<file path="config.mk">
export PLATFORM = sky130hd
export DESIGN_NAME = from8bit_deser
export DESIGN_NICKNAME = d
export VERILOG_FILES = /design/src/rtl/from8bit_pkg.sv /design/src/rtl/from8bit_packer.sv /design/src/rtl/from8bit_deser.sv
export SDC_FILE = /design/constraint.sdc
export NUM_CORES = 1
export LEC_CHECK = 0
export CAP_MARGIN = 10
export CORE_UTILIZATION = 55
export CTS_CLUSTER_SIZE = 8
export DETAILED_ROUTE_END_ITERATION = 8
export GPL_ROUTABILITY_DRIVEN = 0
export MAX_ROUTING_LAYER = met4
export PLACE_DENSITY = 0.84
export SLEW_MARGIN = 20
export SYNTH_ARGS = -nofsm -noshare
export SYNTH_HDL_FRONTEND = slang
export SYNTH_SLANG_ARGS = --single-unit
</file>
<file path="constraint.sdc">
create_clock -name clk -period 4.8 [get_ports clk]
set_input_delay 0.48 -clock clk [delete_from_list [all_inputs] [get_ports clk]]
set_output_delay 0.48 -clock clk [all_outputs]
set_load 0.02 [all_outputs]
</file>
<file path="src/rtl/from8bit_pkg.sv">
// Shared constants for the byte-to-word deserializer: mode encodings and default byte width.
package from8bit_pkg;

  localparam int DEF_BYTE_W = 8;

  localparam logic [1:0] MODE_8   = 2'b00;
  localparam logic [1:0] MODE_16  = 2'b01;
  localparam logic [1:0] MODE_32  = 2'b10;
  localparam logic [1:0] MODE_RSV = 2'b11;

endpackage

</file>
<file path="src/rtl/from8bit_packer.sv">
// Packs LANES consecutive bytes MSB-first into one word and strobes vld_o on the completing edge.
// clr_i discards any partial word. If adv_i is also high, the byte on that edge becomes byte 0.
module from8bit_packer #(
  parameter int BYTE_W = 8,
  parameter int LANES  = 2
) (
  input  logic                    clk_i,
  input  logic                    rst_i,
  input  logic                    clr_i,
  input  logic                    adv_i,
  input  logic [BYTE_W-1:0]       byte_i,
  output logic [LANES*BYTE_W-1:0] word_o,
  output logic                    vld_o
);

  localparam int CW = (LANES > 1) ? $clog2(LANES) : 1;
  localparam int SW = BYTE_W * (LANES - 1);
  localparam logic [CW-1:0] LAST = CW'(LANES - 1);

  logic [CW-1:0]           cnt_q, cnt_d, cnt_base;
  logic [SW-1:0]           sr_q, sr_d;
  logic [LANES*BYTE_W-1:0] word_q, word_d, ext;
  logic                    vld_q, vld_d;

  // Next-state: a clear restarts lane counting from 0. Older bytes in sr_q simply shift out.
  always_comb begin
    cnt_base = clr_i ? '0 : cnt_q;
    ext      = {sr_q, byte_i};
    cnt_d    = cnt_base;
    sr_d     = sr_q;
    word_d   = word_q;
    vld_d    = 1'b0;
    if (adv_i) begin
      if (cnt_base == LAST) begin
        word_d = ext;
        vld_d  = 1'b1;
        cnt_d  = '0;
      end else begin
        sr_d  = ext[SW-1:0];
        cnt_d = cnt_base + 1'b1;
      end
    end
  end

  // State registers; reset clears everything, including the last completed word.
  always_ff @(posedge clk_i) begin
    if (rst_i) begin
      cnt_q  <= '0;
      sr_q   <= '0;
      word_q <= '0;
      vld_q  <= 1'b0;
    end else begin
      cnt_q  <= cnt_d;
      sr_q   <= sr_d;
      word_q <= word_d;
      vld_q  <= vld_d;
    end
  end

  assign word_o = word_q;
  assign vld_o  = vld_q;

endmodule

</file>
<file path="src/rtl/from8bit_deser.sv">
// Single-clock byte-to-word deserializer. It passes bytes through and packs them into 16- or 32-bit words.
// The word width is selected by dataS. A change of mode restarts packing with the byte on that edge.
module from8bit_deser
  import from8bit_pkg::*;
#(
  parameter int BYTE_W = DEF_BYTE_W
) (
  input  logic                clk,
  input  logic                rst,
  input  logic                enb,
  input  logic [BYTE_W-1:0]   dataIn,
  input  logic [1:0]          dataS,
  output logic [BYTE_W-1:0]   dataOut,
  output logic [2*BYTE_W-1:0] dataOut16,
  output logic [4*BYTE_W-1:0] dataOut32,
  output logic                valid16,
  output logic                valid32
);

  logic [1:0]        dataS_q;
  logic [BYTE_W-1:0] dataOut_q;
  logic              mode_chg, clr, adv16, adv32;

  assign mode_chg = enb && (dataS != dataS_q);
  assign clr      = rst || mode_chg;
  assign adv16    = enb && (dataS == MODE_16);
  assign adv32    = enb && (dataS == MODE_32);

  // Registered mode and byte pass-through, both updated only on enabled cycles.
  always_ff @(posedge clk) begin
    if (rst) begin
      dataS_q   <= MODE_8;
      dataOut_q <= '0;
    end else if (enb) begin
      dataS_q   <= dataS;
      dataOut_q <= dataIn;
    end
  end

  from8bit_packer #(.BYTE_W(BYTE_W), .LANES(2)) u_pack16 (
    .clk_i  (clk),
    .rst_i  (rst),
    .clr_i  (clr),
    .adv_i  (adv16),
    .byte_i (dataIn),
    .word_o (dataOut16),
    .vld_o  (valid16)
  );

  from8bit_packer #(.BYTE_W(BYTE_W), .LANES(4)) u_pack32 (
    .clk_i  (clk),
    .rst_i  (rst),
    .clr_i  (clr),
    .adv_i  (adv32),
    .byte_i (dataIn),
    .word_o (dataOut32),
    .vld_o  (valid32)
  );

  assign dataOut = dataOut_q;

endmodule

</file>
==> metrics.md, run 1 <==
| Metric | Value |
|---|---|
| RSZ-0062 raised after global routing | no |
| First-pass detailed-route iteration total | 4 |
| CP top delay family | simple AND/OR/NAND/NOR gates |
| Reported leakage power | 1.51 nW |
| Count of inserted antenna diode cells | 0 |
| Sequential-to-total area share from yosys stat | 52.7% |
| Clock transition at the register clock pins on the worst setup and hold paths after CTS | around 0.090 ns |
| Area growth from synthesis to final layout | 23.2% |
| Fmax achieved | approximately 0.33 GHz |
| Drt first-iter violations | 183 |
| Initial antenna violation count | 0 |
| Final setup TNS | 0 ns |
| Fraction of post-synthesis cell area in the top cell type by area | 52.7% |
| Crit-path max cell delay | 0.86 ns |
| Cell-by-cell listing of the critical path | clkdlybuf4s50_1 > xor2_1 > o21ai_0 > and3_1 > ha_1 > nand4bb_1 > nand2_1 > a21oi_2 |
| Remaining global-route overflow | 0 |
| Wire length per cell after detailed routing | between 10 and 15 µm |
| Max rail drop VDD | 0.193 mV |
| Required arrival time at the worst endpoint | approximately 5 ns |
| Count of flip-flops with a built-in enable after synthesis | 0 |
| Vias in the first global route | around 2600 |
| Vias per inst | 5.27 |
| Number of buffers created by CTS | 9 |
| Post CTS Setup Buffer Count | 0 |
| Status | finished clean |
| Sinks on the clock net | between 90 and 100 |
| Number of port buffers | 70 |
| Largest fanout on the critical path | 24 |
| Leading cell type in the layout, fill and taps excluded | nand2_1 |
| Worst Skew | 0.00872 ns |
| Share of layout cells above drive strength 1 | about a tenth |
| Net count after synthesis | 412 |
| Number of synthesis warnings | 0 |
| Effective utilization at floorplan | 56.8% |
| Largest net degree at the start of global routing | 90 |
| Power density over cell area | 328 nW/µm² |
| Hold bufs inserted after CTS | 0 |
| Final WL | 7.30 mm |
| Clock latency of the later-clocked register in the worst-skew pair | 0.36 ns |
| Synth unique cells | 34 |
| Crit. End Element | flip-flop |
| Vertical extent of the die | 83 µm |
| Total Die Area | ~6900 µm² |
| Detailed placer's ending HPWL | 4.77 mm |
| Largest area contributor in the netlist | dfxtp_1 |
| Classification of the worst setup path | input pin to flip-flop |
| Number of nets with antenna violations after detailed routing | 0 |
| Placement Cell Area | 4230 µm² |
| Count of final max-slew check failures | 0 |
| Die Span X | between 80 and 90 µm |
| Global router's overall resource usage | 22.6% |
| Final clock period utilization by the worst path | a little over three fifths |
| Post-route DRC violation count | 0 |
| Crit path arrival time | approximately 3.2 ns |
| Total number of nets in the final design | 465 |
| Top-level port count | 71 |
| Netlist area before placement | 3610 µm² |
| Worst slew margin | 33.2% |
| Number of endpoints with negative hold slack in the final report | 0 |
| Buffers plus inverters on the worst setup path | 1 |
| Number of max-cap violations | 0 |
| Fraction of registers with async set/reset | 0% |
| Clock tree from TritonCTS | yes |
| Gate count of the mapped netlist | 396 |
| CTS H-tree lvls | 3 |
| First-pass GRT wire length | 12.2 mm |
| Post-CTS Resized | 0 |
| Top post-synthesis cells by area | dfxtp_1, nand2_1, mux2i_1, a21oi_2, a21oi_1 |
| Maximum root-to-sink buffer count | 2 |
| Fin area | 4450 µm² |
| Slowest-stage cell, CP | nand4bb_1 |
| Worst setup SP type | input pin |
| Post-synthesis sequential element count | 95 |
| Root buffer cell | clkbuf_8 |
| Util after Layout | 70.0% |
| Count of final setup violators | 0 |
| Flip-flop cell with the highest count after synthesis | dfxtp_1 |
| Minimum clock period | 3.02 ns |
| Floorplan core area | 6350 µm² |
| Number of cell rows | 29 |
| Slew at the pin closest to its max-slew limit | 1.00 ns |
| Vias | 2796 |
| Commonest non-fill, non-tap cells in the layout | nand2_1, dfxtp_1, clkdlybuf4s50_1, nor2_1, mux2i_1 |
| Avg Synthesized Cell Area | between 9 and 10 µm² |
| Hold/Removal Path Class | input pin to flip-flop |
metrics by stage:
step,hold slack [ns],cells,setup slack [ns],power (mW)
after floorplan,0.424,396,2.71,0.876
after global placement,0.444,515,1.54,0.901
after detailed placement,0.449,515,1.42,0.903
after CTS,0.338,531,1.83,1.47
after global routing,0.341,531,1.52,1.51
final,0.352,531,1.78,1.46
cell usage after synthesis, types with 2 or more instances:
master	n
nor3_1	2
a21oi_1	33
nand3_1	2
a21oi_2	23
buf_2	9
buf_1	3
buf_4	5
inv_1	3
and3_1	2
mux2i_1	34
nor2_1	36
clkbuf_1	7
ha_1	3
dfxtp_1	95
nand2_1	113
xor2_1	2
buf_6	7
flip-flops by register name (all words and copies together) (netlist names):
signal	flops
u_pack32.cnt_q	2
u_pack32.vld_o	1
u_pack16.word_o	16
u_pack32.word_o	32
u_pack32.sr_q	24
dataS_q	2
u_pack16.cnt_q	1
u_pack16.vld_o	1
dataOut	8
u_pack16.sr_q	8
cells by family after synthesis:
logic type	Yosys count	synth area share [%]
AO/OA/AOI/OAI	62	11.3
XOR/XNOR	2	0.486
adder cells (fa/ha/maj)	3	1.04
buffers and inverters	34	5.83
flip-flops	95	52.7
multiplexers	34	9.43
AND/OR/NAND/NOR	166	19.2
layout make-up:
class	instances	area (µm²)
Fill cell	481	1900
Timing Repair Buffer	73	721
Sequential cell	95	1900
Tap cell	77	96.3
Multi-Input combinational cell	267	1500
Clock inverter	7	95.1
Inverter	3	11.3
Clock buffer	9	124
routing by layer:
metal  global-route usage, %  up-vias  part of all wire, %
li1                        -     1397                    -
met1                    28.0     1326                   46
met2                    35.6       64                   48
met3                    5.17        9                  4.6
met4                    9.40        0                  1.4
met5                       -        -                    0
path summary, 6_finish.rpt:
check	slack, ns	cells after the start	endpoint	startpoint
setup / recovery	1.78	8	u_pack32.sr_q[18]$_SDFFE_PP0P_	dataS[1]
hold / removal	0.35	2	u_pack32.cnt_q[0]$_SDFF_PP0_	rst
setup reg to reg	2.17	7	u_pack32.sr_q[18]$_SDFFE_PP0P_	dataS_q[0]$_SDFFE_PP0P_
hold reg to reg	0.46	2	u_pack32.word_o[24]$_SDFFE_PP0P_	u_pack32.word_o[24]$_SDFFE_PP0P_
power breakdown:
group	leakage, nW	switching, mW	total [mW]	internal [mW]
Sequential	0.768	0.00743	0.806	0.798
Clock	0.110	0.279	0.574	0.295
Combinational	0.636	0.0478	0.0790	0.0311
(Power assumes the default switching activity.)
==> run 2: changes to the inputs <==
Settings changed: CORE_UTILIZATION 55 to 46, PLACE_DENSITY 0.84 to 0.75.
Clock period 4.8 ns to 2.5 ns, I/O delays scaled along.
==> run 2 against run 1 <==
  * Critical path depth unchanged
  * Sequential power increased by 92%
  * Register-to-register slack got worse by 1.7 ns
  * Cell count increased by 5.8%
  * Sequential share of layout area decreased by 1.2 points
  * Non-clock buffer count increased by 10
  * Critical endpoint is now u_pack32.word_o[5]$_SDFFE_PP0P_
==> metrics.md, run 2 (synthesis results as in run 1) <==
| Metric | Value |
|---|---|
| Status | finished clean |
| Worst setup slack after layout | 0.468 ns (-1.31 ns) |
| Sinks on the clock net | 95 (unchanged) |
| CTS H-tree lvls | 3 (unchanged) |
| Post CTS Setup Buffer Count | 0 (unchanged) |
| Capturing instance or port of the critical path | u_pack32.word_o[5]$_SDFFE_PP0P_ |
| Sequential cell area | 1900 µm² (unchanged) |
| Reported leakage power | 1.57 nW (+3.4%) |
| Number of nets with antenna violations after detailed routing | 0 (unchanged) |
| Vertical extent of the die | 90.6 µm (+9.1%) |
| Worst Skew | 0.00733 ns (-0.00139 ns) |
| Count of final setup violators | 0 (unchanged) |
| Critical R2R Capture | u_pack32.word_o[5]$_SDFFE_PP0P_ |
| Largest fanout on the critical path | 24 (unchanged) |
| Power share of the combinational group | 5.8% (+0.4 points) |
| Classification of the worst setup path | flip-flop to flip-flop |
| Floorplan core area | 7410 µm² (+17%) |
| Minimum clock period | between 2 and 2.5 ns |
| Count of inserted antenna diode cells | 0 (unchanged) |
| Wire length per cell after detailed routing | 13.5 µm (-1.6%) |
| Total Die Area | 8200 µm² (+19%) |
| Area growth from synthesis to final layout | 26.7% |
| Relative contribution of the clock network to total power | 39.1% (-0.3 points) |
| Clock transition at the register clock pins on the worst setup and hold paths after CTS | 0.09 ns (about the same) |
| First-pass detailed-route iteration total | 4 (unchanged) |
| Fin area | 4570 µm² (+2.8%) |
| Reg2Reg Setup Slack | 0.47 ns (-1.70 ns) |
| Crit path arrival time | 2.32 ns (-0.91 ns) |
| Fill cell count | 634 (+32%) |
| Hold bufs inserted after CTS | 0 (unchanged) |
| Placement Cell Area | 4350 µm² (+3.0%) |
| Final setup TNS | 0 ns (unchanged) |
| Number of max-cap violations | 0 (unchanged) |
| Global router's overall resource usage | 19.8% (-2.8 points) |
| Worst setup SP type | flip-flop |
| Worst slew margin | 61.1% (+28 points) |
| Placed Instances | 547 (+6.2%) |
| Maximum root-to-sink buffer count | 2 (unchanged) |
| Fmax achieved | 0.492 GHz |
| Switching power total | 0.644 mW (+93%) |
| Routed wl met2 | 3.67 mm (+4.1%) |
| Vias | 2793 (-0.11%) |
| Crit. End Element | flip-flop |
| Worst slack at placement | 0.146 ns (-1.27 ns) |
| Hold/Removal Path Class | input pin to flip-flop |
| Met1 layer wirelength in the final routing | 3.51 mm (+5.2%) |
| First-pass GRT wire length | 12.6 mm (+3.2%) |
| Max rail drop VDD | 0.261 mV (+35%) |
| Commonest non-fill, non-tap cells in the layout | nand2_1, dfxtp_1, clkdlybuf4s50_1, nor2_1, mux2i_1 |
| Power density over cell area | 615 nW/µm² (+87%) |
| Sequential power share | 55.1% (about the same) |
| Worst hold slack | 0.162 ns (-0.190 ns) |
| Required arrival time at the worst endpoint | 2.79 ns (-2.22 ns) |
| Effective utilization at floorplan | 48.7% (-8.1 points) |
| Top routing layer used | met4 |
| Total number of nets in the final design | 475 (+2.2%) |
| Final clock period utilization by the worst path | 81.3% |
| Clock latency of the later-clocked register in the worst-skew pair | 0.36 ns (about the same) |
| Switching fraction of total power | 22.9% (about the same) |
| Final WL | 7.60 mm (+4.2%) |
| Initial antenna violation count | 0 (unchanged) |
| Die Span X | 90.6 µm (+9.1%) |
| Drt first-iter violations | 131 (-28%) |
| Slew at the pin closest to its max-slew limit | 0.584 ns (-0.418 ns) |
| Detailed placer's ending HPWL | 5.24 mm (+9.9%) |
| Post-CTS Resized | 0 (unchanged) |
| Top-level port count | 71 (unchanged) |
| Area of the multi-input gates | 1500 µm² (about the same) |
| Number of endpoints with negative hold slack in the final report | 0 (unchanged) |
| Leading cell type in the layout, fill and taps excluded | nand2_1 |
| Number of cell rows | 31 (+6.9%) |
| FF-to-FF path depth | 8 (+1) |
| Largest net degree at the start of global routing | 47 (-48%) |
| Util after Layout | 61.7% (-8.3 points) |
| Number of flip-flops under the largest register name | 32 (unchanged) |
| Filler-free cell count of the finished design | 562 (+5.8%) |
| Worst setup path startpoint | dataS_q[1]$_SDFFE_PP0P_ |
| Start of the worst register-to-register path | dataS_q[1]$_SDFFE_PP0P_ |
| Internal power summed over all cells | 2.17 mW (+93%) |
| Number of buffers created by CTS | 9 (unchanged) |
| Root buffer cell | clkbuf_8 |
| Power Total | 2.81 mW (+93%) |
| Count of final max-slew check failures | 0 (unchanged) |
| Remaining global-route overflow | 0 (unchanged) |
| Clock tree from TritonCTS | yes |
| Post-route DRC violation count | 0 (unchanged) |
| Vias in the first global route | 2646 (+3.1%) |
| Vias per inst | 4.97 (-5.6%) |
| Number of port buffers | 70 (unchanged) |
| Routed wl met3 | 329 µm (-0.90%) |
| Share of layout cells above drive strength 1 | 11.2% (+1.5 points) |
| RSZ-0062 raised after global routing | no |
-- run 2: cell count changes in the layout (fill, tap and decap cells not counted), sizes merged --
cell / previous run / this run
buf: 4 / 14
clkinv: 2 / 1
-- run 2: worst min-delay path by stage --
stage	startpoint	end	slack, ns	depth (start not counted)
after floorplan	dataIn[0]	u_pack32.sr_q[0]$_SDFFE_PP0P_	0.39	2
after global routing	rst	u_pack16.word_o[2]$_SDFFE_PP0P_	0.16	2
final	rst	u_pack32.word_o[4]$_SDFFE_PP0P_	0.16	2
after global placement	u_pack32.word_o[31]$_SDFFE_PP0P_	u_pack32.word_o[31]$_SDFFE_PP0P_	0.44	2
after detailed placement	u_pack32.sr_q[17]$_SDFFE_PP0P_	u_pack32.word_o[25]$_SDFFE_PP0P_	0.45	2
after CTS	rst	u_pack32.word_o[4]$_SDFFE_PP0P_	0.16	2
-- run 2: worst max-delay path, stage by stage, from the launching register on --
cell and delay (ns):
dfxtp_1 0.37, xor2_1 0.18, o21ai_0 0.27, and3_1 0.20, ha_1 0.18, and4b_1 0.23, buf_4 0.27, nand2_1 0.10
a21oi_1 0.14
-- run 2: area by class of cell --
type	count	share of cell area (%)
Clock buffer	9	2.71
Clock inverter	6	2.05
Inverter	3	0.246
Multi-Input combinational cell	267	32.7
Sequential cell	95	41.6
Tap cell	99	2.71
Timing Repair Buffer	83	18.0
-- run 2: per-layer routing --
metal / global-route usage [%] / vias up
met5: - / -
met4: 6.85 / 0
met3: 4.55 / 8
met2: 32.4 / 63
met1: 23.8 / 1304
li1: - / 1418
-- run 2: power groups by stage --
stage | logic, mW | clock network (mW) | registers (mW)
finish | 0.162 | 1.10 | 1.55
global placement | 0.159 | 0 | 1.58
floorplan | 0.0921 | 0 | 1.59
detailed placement | 0.162 | 0 | 1.58
CTS | 0.163 | 1.12 | 1.55
global route | 0.176 | 1.20 | 1.55
==> run 3: changes to the inputs <==
Settings changed: CORE_UTILIZATION 46 to 51, PLACE_DENSITY 0.75 to 0.79.
Clock period 2.5 ns to 2.1 ns, I/O delays scaled along.
==> run 3 against run 2 <==
  * Cell area down 0.52%
  * Non-clock buffer count unchanged
  * Clock power is essentially flat
  * Sequential share of layout area up 0.27 points
  * Sequential power up 19%
  * Via count rose by 2.2%
  * Highest routed layer unchanged
==> metrics.md, run 3 (synthesis results as in run 1) <==
| Metric | Value |
|---|---|
| Number of buffers created by CTS | 9 (unchanged) |
| Required arrival time at the worst endpoint | 2.38 ns (-0.41 ns) |
| Vertical extent of the die | 86.1 µm (-4.9%) |
| Worst setup slack after layout | 0.159 ns (-0.309 ns) |
| Max rail drop VDD | 0.455 mV (+74%) |
| Number of nets with antenna violations after detailed routing | 0 (unchanged) |
| Largest fanout on the critical path | 24 (unchanged) |
| Effective utilization at floorplan | 52.8% (+4.1 points) |
| Worst setup SP type | flip-flop |
| Cell depth of the worst min-delay path | 2 (unchanged) |
| First-pass GRT wire length | 12.3 mm (-2.1%) |
| Fill cell count | 582 (-8.2%) |
| Top-level port count | 71 (unchanged) |
| Power Total | 3.16 mW (+12%) |
| Number of cell rows | 30 (-3.2%) |
| Post-CTS Resized | 0 (unchanged) |
| Sinks on the clock net | 95 (unchanged) |
| Drt first-iter violations | 136 (+3.8%) |
| Vias per inst | 5.10 (+2.5%) |
| Floorplan core area | 6830 µm² (-7.8%) |
| Crit path arrival time | 2.22 ns (-0.10 ns) |
| Leading cell type in the layout, fill and taps excluded | nand2_1 |
| Count of inserted antenna diode cells | 0 (unchanged) |
| Crit-path max cell delay | 0.39 ns (+0.02 ns) |
| Area of the multi-input gates | 1500 µm² (unchanged) |
| Number of flip-flops under the largest register name | 32 (unchanged) |
| Crit. End Element | flip-flop |
| Number of max-cap violations | 0 (unchanged) |
| Vias in the first global route | 2631 (-0.57%) |
| Reported leakage power | 1.55 nW (-0.86%) |
| Vias | 2854 (+2.2%) |
| Number of endpoints with negative hold slack in the final report | 0 (unchanged) |
| Final clock period utilization by the worst path | 92.4% (+11 points) |
| FF-to-FF path depth | 8 (unchanged) |
| Wire length per cell after detailed routing | 13.4 µm (-0.92%) |
| Minimum clock period | 1.94 ns (-0.0911 ns) |
| Final setup TNS | 0 ns (unchanged) |
| Slowest-stage cell, CP | dfxtp_2 |
| Sequential cell area | 1900 µm² (+0.13%) |
| Hold/Removal Path Class | input pin to flip-flop |
| Largest net degree at the start of global routing | 90 (+91%) |
| Global router's overall resource usage | 21.9% (+2.1 points) |
| Number of port buffers | 70 (unchanged) |
| Status | finished clean |
| Commonest non-fill, non-tap cells in the layout | nand2_1, dfxtp_1, clkdlybuf4s50_1, nor2_1, mux2i_1 |
| Root buffer cell | clkbuf_8 |
| Count of final setup violators | 0 (unchanged) |
| Start of the worst register-to-register path | dataS_q[1]$_SDFFE_PP0P_ |
| Worst slack at placement | -0.122 ns (-0.269 ns) |
| Final WL | 7.50 mm (-1.3%) |
| Total Die Area | 7420 µm² (-9.6%) |
| Clock tree from TritonCTS | yes |
| Power density over cell area | 695 nW/µm² (+13%) |
| Worst setup path startpoint | dataS_q[1]$_SDFFE_PP0P_ |
| Area growth from synthesis to final layout | 26.0% |
| Classification of the worst setup path | flip-flop to flip-flop |
| Slew at the pin closest to its max-slew limit | 1.00 ns (+0.418 ns) |
| Post CTS Setup Buffer Count | 0 (unchanged) |
| CTS H-tree lvls | 3 (unchanged) |
| Clock transition at the register clock pins on the worst setup and hold paths after CTS | 0.09 ns (about the same) |
| Total number of nets in the final design | 475 (unchanged) |
| RSZ-0062 raised after global routing | no |
| Detailed placer's ending HPWL | 5.01 mm (-4.5%) |
| Count of final max-slew check failures | 0 (unchanged) |
| Hold Path Origin | rst |
| Remaining global-route overflow | 0 (unchanged) |
| Worst Skew | 0.0117 ns (+0.00439 ns) |
| Initial antenna violation count | 0 (unchanged) |
| Cell-by-cell listing of the critical path | xor2_1 > o21ai_0 > and3_1 > ha_1 > and4bb_1 > buf_12 > nand2_1 > a21oi_1 |
| Die Span X | 86.1 µm (-4.9%) |
| Worst slew margin | 33.2% (-28 points) |
| First-pass detailed-route iteration total | 4 (unchanged) |
| Post-route DRC violation count | 0 (unchanged) |
| Share of layout cells above drive strength 1 | 11.9% (+0.62 points) |
| Clock latency of the later-clocked register in the worst-skew pair | 0.36 ns (about the same) |
| Hold bufs inserted after CTS | 0 (unchanged) |
| Fmax achieved | 0.515 GHz (+4.7%) |
| Maximum root-to-sink buffer count | 2 (unchanged) |
[run 3: routing by layer]
layer	up-vias	global-route usage, %	part of all wire [%]
li1	1417	-	-
met1	1366	26.7	45
met2	61	35.9	50
met3	10	4.72	4.5
met4	0	7.73	1.4
met5	-	-	0
[run 3: metrics by stage]
stage / cells / area, µm² / hold slack [ns] / utilization [%]
2_1_floorplan: 396 / 3610 / 0.346 / -
3_3_place_gp: 544 / 4360 / 0.443 / 63.9
3_5_place_dp: 544 / 4360 / 0.447 / 63.9
4_1_cts: 560 / 4550 / 0.0750 / 66.5
5_1_grt: 560 / 4550 / 0.0669 / 66.6
6_report: 560 / 4550 / 0.0867 / 66.6
[run 3: final cells by class]
type	instances	area share, %
timing repair buffer	83	18.3
sequential	95	41.9
inverter	3	0.248
clock buffer	10	3.03
clock inverter	6	0.990
tap	96	2.64
multi-input combinational	267	32.9
[run 3: worst paths after layout]
kind / endpoint / slack, ns
max: u_pack32.sr_q[6]$_SDFFE_PP0P_ / 0.16
min: dataS_q[1]$_SDFFE_PP0P_ / 0.09
max reg2reg: u_pack32.sr_q[6]$_SDFFE_PP0P_ / 0.16
min reg2reg: u_pack32.word_o[27]$_SDFFE_PP0P_ / 0.46
[run 3: power by group]
| group | internal (mW) | total, mW | leakage, nW | switching [mW] |
|---|---|---|---|---|
| Combinational | 0.0827 | 0.196 | 0.694 | 0.113 |
| Clock | 0.469 | 1.12 | 0.0902 | 0.652 |
| Sequential | 1.83 | 1.84 | 0.769 | 0.0183 |
[run 3: critical path, delay by kind of cell (launching register included)]
family | cells | cell delay, ns
and+or+nand+nor | 3 | 0.60
DFF | 1 | 0.39
AOI/OAI and AO/OA | 2 | 0.31
adders and majority gates | 1 | 0.20
xor gates and xnor gates | 1 | 0.19
buffers and inverters | 1 | 0.17
